$ cat config.mk
export PLATFORM = sky130hd
export DESIGN_NAME = riscv_mem_arbiter
export DESIGN_NICKNAME = d
export VERILOG_FILES = /design/src/rtl/riscv_bus_pkg.sv /design/src/rtl/riscv_rr_arb2.sv /design/src/rtl/riscv_mem_arbiter.sv
export SDC_FILE = /design/constraint.sdc
export NUM_CORES = 1
export LEC_CHECK = 0
export CAP_MARGIN = 0
export CORE_MARGIN = 4
export CORE_UTILIZATION = 40
export CTS_BUF_LIST = sky130_fd_sc_hd__clkbuf_8 sky130_fd_sc_hd__clkbuf_16
export DETAILED_ROUTE_END_ITERATION = 16
export PLACE_DENSITY_LB_ADDON = 0.3
export SYNTH_ARGS = -nofsm -noshare
export SYNTH_HDL_FRONTEND = slang
export SYNTH_SLANG_ARGS = --single-unit
export TNS_END_PERCENT = 30
$ cat constraint.sdc
create_clock -name clk -period 2.1 [get_ports clk]
set_input_delay 0.42 -clock clk [delete_from_list [all_inputs] [get_ports clk]]
set_output_delay 0.42 -clock clk [all_outputs]
set_load 0.01 [all_outputs]
$ cat src/rtl/riscv_bus_pkg.sv
// riscv_bus_pkg: shared encodings and byte-enable legality for the core memory arbiter
package riscv_bus_pkg;

  typedef enum logic [1:0] {IDLE, ACCESS, RESP} state_t;

  typedef enum logic {GNT_FETCH, GNT_DATA} gnt_t;

  localparam logic [3:0] BE_NONE = 4'b0000;
  localparam logic [3:0] BE_B0   = 4'b0001;
  localparam logic [3:0] BE_B1   = 4'b0010;
  localparam logic [3:0] BE_B2   = 4'b0100;
  localparam logic [3:0] BE_B3   = 4'b1000;
  localparam logic [3:0] BE_H0   = 4'b0011;
  localparam logic [3:0] BE_H1   = 4'b1100;
  localparam logic [3:0] BE_W    = 4'b1111;

  // Single bytes go anywhere; halves must sit on their own half-word; words must be aligned.
  function automatic logic be_legal(input logic [1:0] a, input logic [3:0] we);
    return (we == BE_NONE) || (we == BE_B0) || (we == BE_B1) || (we == BE_B2) || (we == BE_B3) ||
           ((we == BE_H0) && (a == 2'b00)) || ((we == BE_H1) && (a == 2'b10)) ||
           ((we == BE_W) && (a == 2'b00));
  endfunction

endpackage

$ cat src/rtl/riscv_rr_arb2.sv
// riscv_rr_arb2: two-way round-robin picker; only ties advance the rotation
module riscv_rr_arb2
  import riscv_bus_pkg::*;
(
  input  logic clk,
  input  logic clrn,
  input  logic req_fetch,
  input  logic req_data,
  input  logic upd,
  output logic gnt
);

  gnt_t last_gnt;

  // a lone request always wins; a tie goes to whoever lost the previous tie
  always_comb
    gnt = (req_fetch && req_data) ? ((last_gnt == GNT_FETCH) ? GNT_DATA : GNT_FETCH)
                                  : (req_data ? GNT_DATA : GNT_FETCH);

  // remember the tie winner so the next tie goes the other way
  always_ff @(posedge clk or negedge clrn)
    if (!clrn)
      last_gnt <= GNT_FETCH;
    else if (upd)
      last_gnt <= gnt_t'(gnt);

endmodule

$ cat src/rtl/riscv_mem_arbiter.sv
// riscv_mem_arbiter: shares one single-ported memory slave between fetch and data ports
module riscv_mem_arbiter
  import riscv_bus_pkg::*;
#(
  parameter int unsigned TIMEOUT_CYC = 255,
  parameter int unsigned CNT_W       = 8
) (
  input  logic        clk,
  input  logic        clrn,
  input  logic        if_req,
  input  logic [31:0] if_addr,
  output logic        if_done,
  output logic [31:0] if_rdata,
  output logic        if_err,
  input  logic        d_req,
  input  logic [31:0] d_addr,
  input  logic [3:0]  d_we,
  input  logic [31:0] d_wdata,
  output logic        d_done,
  output logic [31:0] d_rdata,
  output logic        d_err,
  output logic        m_req,
  output logic [31:0] m_addr,
  output logic [3:0]  m_we,
  output logic [31:0] m_wdata,
  input  logic [31:0] m_rdata,
  input  logic        m_ack
);

  state_t           state, state_nxt;
  gnt_t             gnt_q;
  logic             gnt, any_req, legal, timeout, resp;
  logic [31:0]      addr_q, wdata_q, rdata_q;
  logic [3:0]       we_q;
  logic             err_q;
  logic [CNT_W-1:0] cnt;

  assign any_req = if_req || d_req;
  assign legal   = (gnt == GNT_DATA) ? be_legal(d_addr[1:0], d_we) : (if_addr[1:0] == 2'b00);
  assign timeout = (TIMEOUT_CYC != 0) && (cnt == CNT_W'(TIMEOUT_CYC - 1));

  riscv_rr_arb2 u_arb (
    .clk       (clk),
    .clrn      (clrn),
    .req_fetch (if_req),
    .req_data  (d_req),
    .upd       ((state == IDLE) && if_req && d_req),
    .gnt       (gnt)
  );

  // state register; reset drops m_req immediately even mid-access
  always_ff @(posedge clk or negedge clrn)
    if (!clrn)
      state <= IDLE;
    else
      state <= state_nxt;

  // illegal requests skip the bus and answer straight away
  always_comb begin
    state_nxt = state;
    state_nxt = (state == IDLE)   ? (any_req ? (legal ? ACCESS : RESP) : IDLE) :
                (state == ACCESS) ? ((m_ack || timeout) ? RESP : ACCESS) : IDLE;
  end

  // latch the granted request, then record the slave's outcome when the access ends
  always_ff @(posedge clk or negedge clrn)
    if (!clrn) begin
      gnt_q   <= GNT_FETCH;
      addr_q  <= '0;
      we_q    <= BE_NONE;
      wdata_q <= '0;
      rdata_q <= '0;
      err_q   <= 1'b0;
      cnt     <= '0;
    end else if (state == IDLE && any_req) begin
      gnt_q   <= gnt_t'(gnt);
      addr_q  <= {((gnt == GNT_DATA) ? d_addr[31:2] : if_addr[31:2]), 2'b00};
      we_q    <= (gnt == GNT_DATA) ? d_we : BE_NONE;
      wdata_q <= (gnt == GNT_DATA) ? d_wdata : '0;
      rdata_q <= '0;
      err_q   <= !legal;
      cnt     <= '0;
    end else if (state == ACCESS) begin
      if (m_ack) begin
        rdata_q <= (we_q == BE_NONE) ? m_rdata : '0;
        err_q   <= 1'b0;
      end else if (timeout) begin
        rdata_q <= '0;
        err_q   <= 1'b1;
      end else
        cnt <= cnt + CNT_W'(1);
    end

  assign resp     = (state == RESP);
  assign m_req    = (state == ACCESS);
  assign m_addr   = addr_q;
  assign m_we     = we_q;
  assign m_wdata  = wdata_q;
  assign if_done  = resp && (gnt_q == GNT_FETCH);
  assign if_err   = if_done && err_q;
  assign if_rdata = if_done ? rdata_q : '0;
  assign d_done   = resp && (gnt_q == GNT_DATA);
  assign d_err    = d_done && err_q;
  assign d_rdata  = d_done ? rdata_q : '0;

endmodule

==> results.toml <==
[route]
routedWlPerCell_um = 17.11
avgViaCountPerCell = 5.126
ant_nets = 0
totalWireLength_um = 17080
first_pass_iters = 5
vias = 5116
drc = 0
drt_iter0_drc = 286

[placed_design]
dp.cells = 974
place.gp.congestion = 0.8056
hpwlAfterDp_um = 12880
io_buffers = 271

[layout]
drive_above_1_share = 0.1825
final_common_cell = "clkdlybuf4s50_1"
fin_util = 0.6485
final_cell_mix = "202 x clkdlybuf4s50_1, 110 x dfrtp_1, 92 x nand2_1"
num_antenna_cells = 0
area_delta_synth_final_pct = 59.78
fillers = 1069
fin_nets = 956
layoutNonFillerInstCount = 998

[logic_synthesis]
ys_seq_area_frac = 0.5188
synth_xor_area_frac = 0.004908
synth_edf_count = 0
synth_mux_area_frac = 0
synthCells = 545
synth_top_family_by_area = "compound AO/OA/AOI/OAI gates"
synth_cell_types = 49
yosys.area_share.simple = 0.2007
synth_compound_area_frac = 0.2251
async_reset_ff_frac = 1.000
postSynthAreaPerCell_um2 = 9.824
ys_seq_elements = 111
synth_area_mm2 = 0.005354
yosysWarnings = 0
synth-main-ff-cell = "dfrtp_1"
synthTopCellsByArea = "dfrtp_1 52%, and2_1 7.8%, nand2_1 6.5%, a22o_1 5.9%, o21ai_2 4.9%"
synth.top_cell.area_share = 0.5188
synth_top_cell_by_area = "dfrtp_1"
synth_adder_area_share = 0.004674

[sta]
fin_setup_tns_ns = 0
fin_crit_sh = 0.9708
fmax_mhz = 490.5
fin_crit_ns = 2.039
rsz0062_at_grt = "true"
setup_viol = 0
hold_violations = 0
finalMaxSlewViolations = 0
skew_ns = 0.008122

[floorplan]
fp.dieH_um = 123.7
die_w_um = 123.7
die_area_mm2 = 0.01530
ios = 274
rows = 42
initial_core_util = 0.4059
core_area_mm2 = 0.01319

[worst_setup_path]
critPathTopFamily = "simple AND/OR/NAND/NOR gates"
end_kind = "primary output"
cp-start-kind = "flop"
crit_path_top_delay_cell = "dfrtp_1"
max_stage_delay_ns = 0.42
cp_num_cells = 5
criticalPathCategory = "flop to primary output"
critical_path_buf_inv_count = 3
crit_path_frequent_cell = "buf_4"
cp.arrival_ns = 1.62
path_cells = "and3b_2 > buf_4 > buf_4 > and2_1 > buf_2"
reg2regPathDepth = 7
critPathMaxFanout = 7
worstPathRequired_ns = 1.68

[power_and_ir_drop]
switching_share = 0.3694
p_leak_nw = 3.789
vdd_ir_drop_max_mv = 0.6784
p_int_mw = 6.774
power.switching_mw = 3.968
power-per-cell-area_mw_per_mm2 = 1256
combPwrFrac = 0.481
seqPwrFrac = 0.345
p_clk_frac = 0.174

[grt]
grt-busiest-layer = "met2"
antenna_found_initial = 0
grt_overflow = 0
met1_usage = 0.2496
grt_max_degree = 52
grt_pass1_wl_um = 26230
grt_pass1_vias = 5238
grt.met3_usage = 0.07902
grtUsageTotal = 0.2183
grtUsageMet2 = 0.3873

[clock_network]
clk_pin_slew_ns = 0.07
clock_latency_ns = 0.34
cts.sinks = 111
cts_root_buffer = "clkbuf_16"
cts_htree_levels = 3
tritoncts = "built"
clock_path_buffers = 2
cts_buffers = 9

[hold_path]
min_path_type = "input pin to async pin"

[flow_run]
cap_violations = 0

[run_status]
status = "complete, no violations"
-- cells by family (layout without fill, tap and decap cells) --
| logic type | Yosys count | count (layout) |
|---|---|---|
| fa+ha+maj | 2 | 2 |
| buf+inv | 51 | 327 |
| xor+xnor | 3 | 3 |
| flops | 111 | 111 |
| simple gates | 221 | 221 |
| compound gates | 156 | 156 |
| other cells | 1 | 2 |
-- metal layers --
metal / part of all wire / up-vias
li1: - / 2450
met1: 0.37 / 2423
met2: 0.51 / 230
met3: 0.10 / 13
met4: 0.012 / 0
met5: 0 / -
-- power by group through the flow --
stage               logic [mW]  clock network (mW)  registers, mW
floorplan                 2.27                   0           3.85
global placement          5.01                   0           3.68
detailed placement        5.12                   0           3.72
CTS                       5.21                1.90           3.71
global route              5.61                1.99           3.84
finish                    5.17                1.87           3.70
-- per-stage QoR --
step / power (mW) / hold WS (ns) / worst slack, ns / cell area [µm²]
after CTS: 10.82 / 0.01817 / -0.04554 / 8698
after detailed placement: 8.846 / 0.3849 / 0.002905 / 8386
after floorplan: 6.127 / 0.1244 / 0.3859 / 5358
after global routing: 11.43 / 0.03256 / -0.02353 / 8554
final: 10.74 / 0.01317 / 0.06132 / 8554
after global placement: 8.687 / 0.3741 / 0.06284 / 8386
-- path summary, 6_finish.rpt --
check,from,to,slack (ns)
worst max-delay path,gnt_q$_DFFE_PN0P_,d_rdata[20],0.06
worst min-delay path,clrn,rdata_q[28]$_DFFE_PN0P_,0.01
worst max register to register,cnt[0]$_DFFE_PN0P_,cnt[3]$_DFFE_PN0P_,0.23
worst min register to register,m_wdata[24]$_DFFE_PN0P_,m_wdata[24]$_DFFE_PN0P_,0.51
max in group asynchronous,clrn,m_wdata[4]$_DFFE_PN0P_,1.52
min in group clk,m_wdata[24]$_DFFE_PN0P_,m_wdata[24]$_DFFE_PN0P_,0.51
-- area by class of cell --
type                    instances  area, µm²  share of cell area
clock inverters                 6      91.34             0.01068
clock buffers                  10      239.0             0.02794
well taps                     176      220.2             0.02574
inverters                       4      15.01            0.001755
multi-input cells             384       2362              0.2761
repair buffers                307       2848              0.3329
flip-flops and latches        111       2779              0.3249
-- registers in the layout, summed over array words and instances (netlist names) --
name            flops
u_arb.last_gnt      1
state               2
m_addr             30
rdata_q            32
m_we                4
err_q               1
gnt_q               1
m_wdata            32
cnt                 8
-- what timing repair did --
item | CTS | global route
cloned | 3 | 0
buffers inserted | 4 | 1
endpoints found under the setup margin | 68 | 61
pin swaps | 1 | 1
hold buffers | 0 | 0
gates resized for setup | 103 | 103
-- cells in the mapped netlist (2+ instances only) --
cell type  instances
a21oi_1            4
a22o_1            36
a31oi_1           30
and2_1            67
buf_1              3
buf_2             13
buf_4              3
buf_6              3
clkbuf_1          25
dfrtp_1          111
ha_1               2
inv_1              3
nand2_1           93
nand3_1            5
nor2_1            36
nor3_1             3
o211ai_1          34
o21a_1             2
o21ai_0            8
o21ai_2           30
o31ai_1            3
or4_1              2
xor2_1             3
Note: power is estimated with default switching activity, not from simulation.
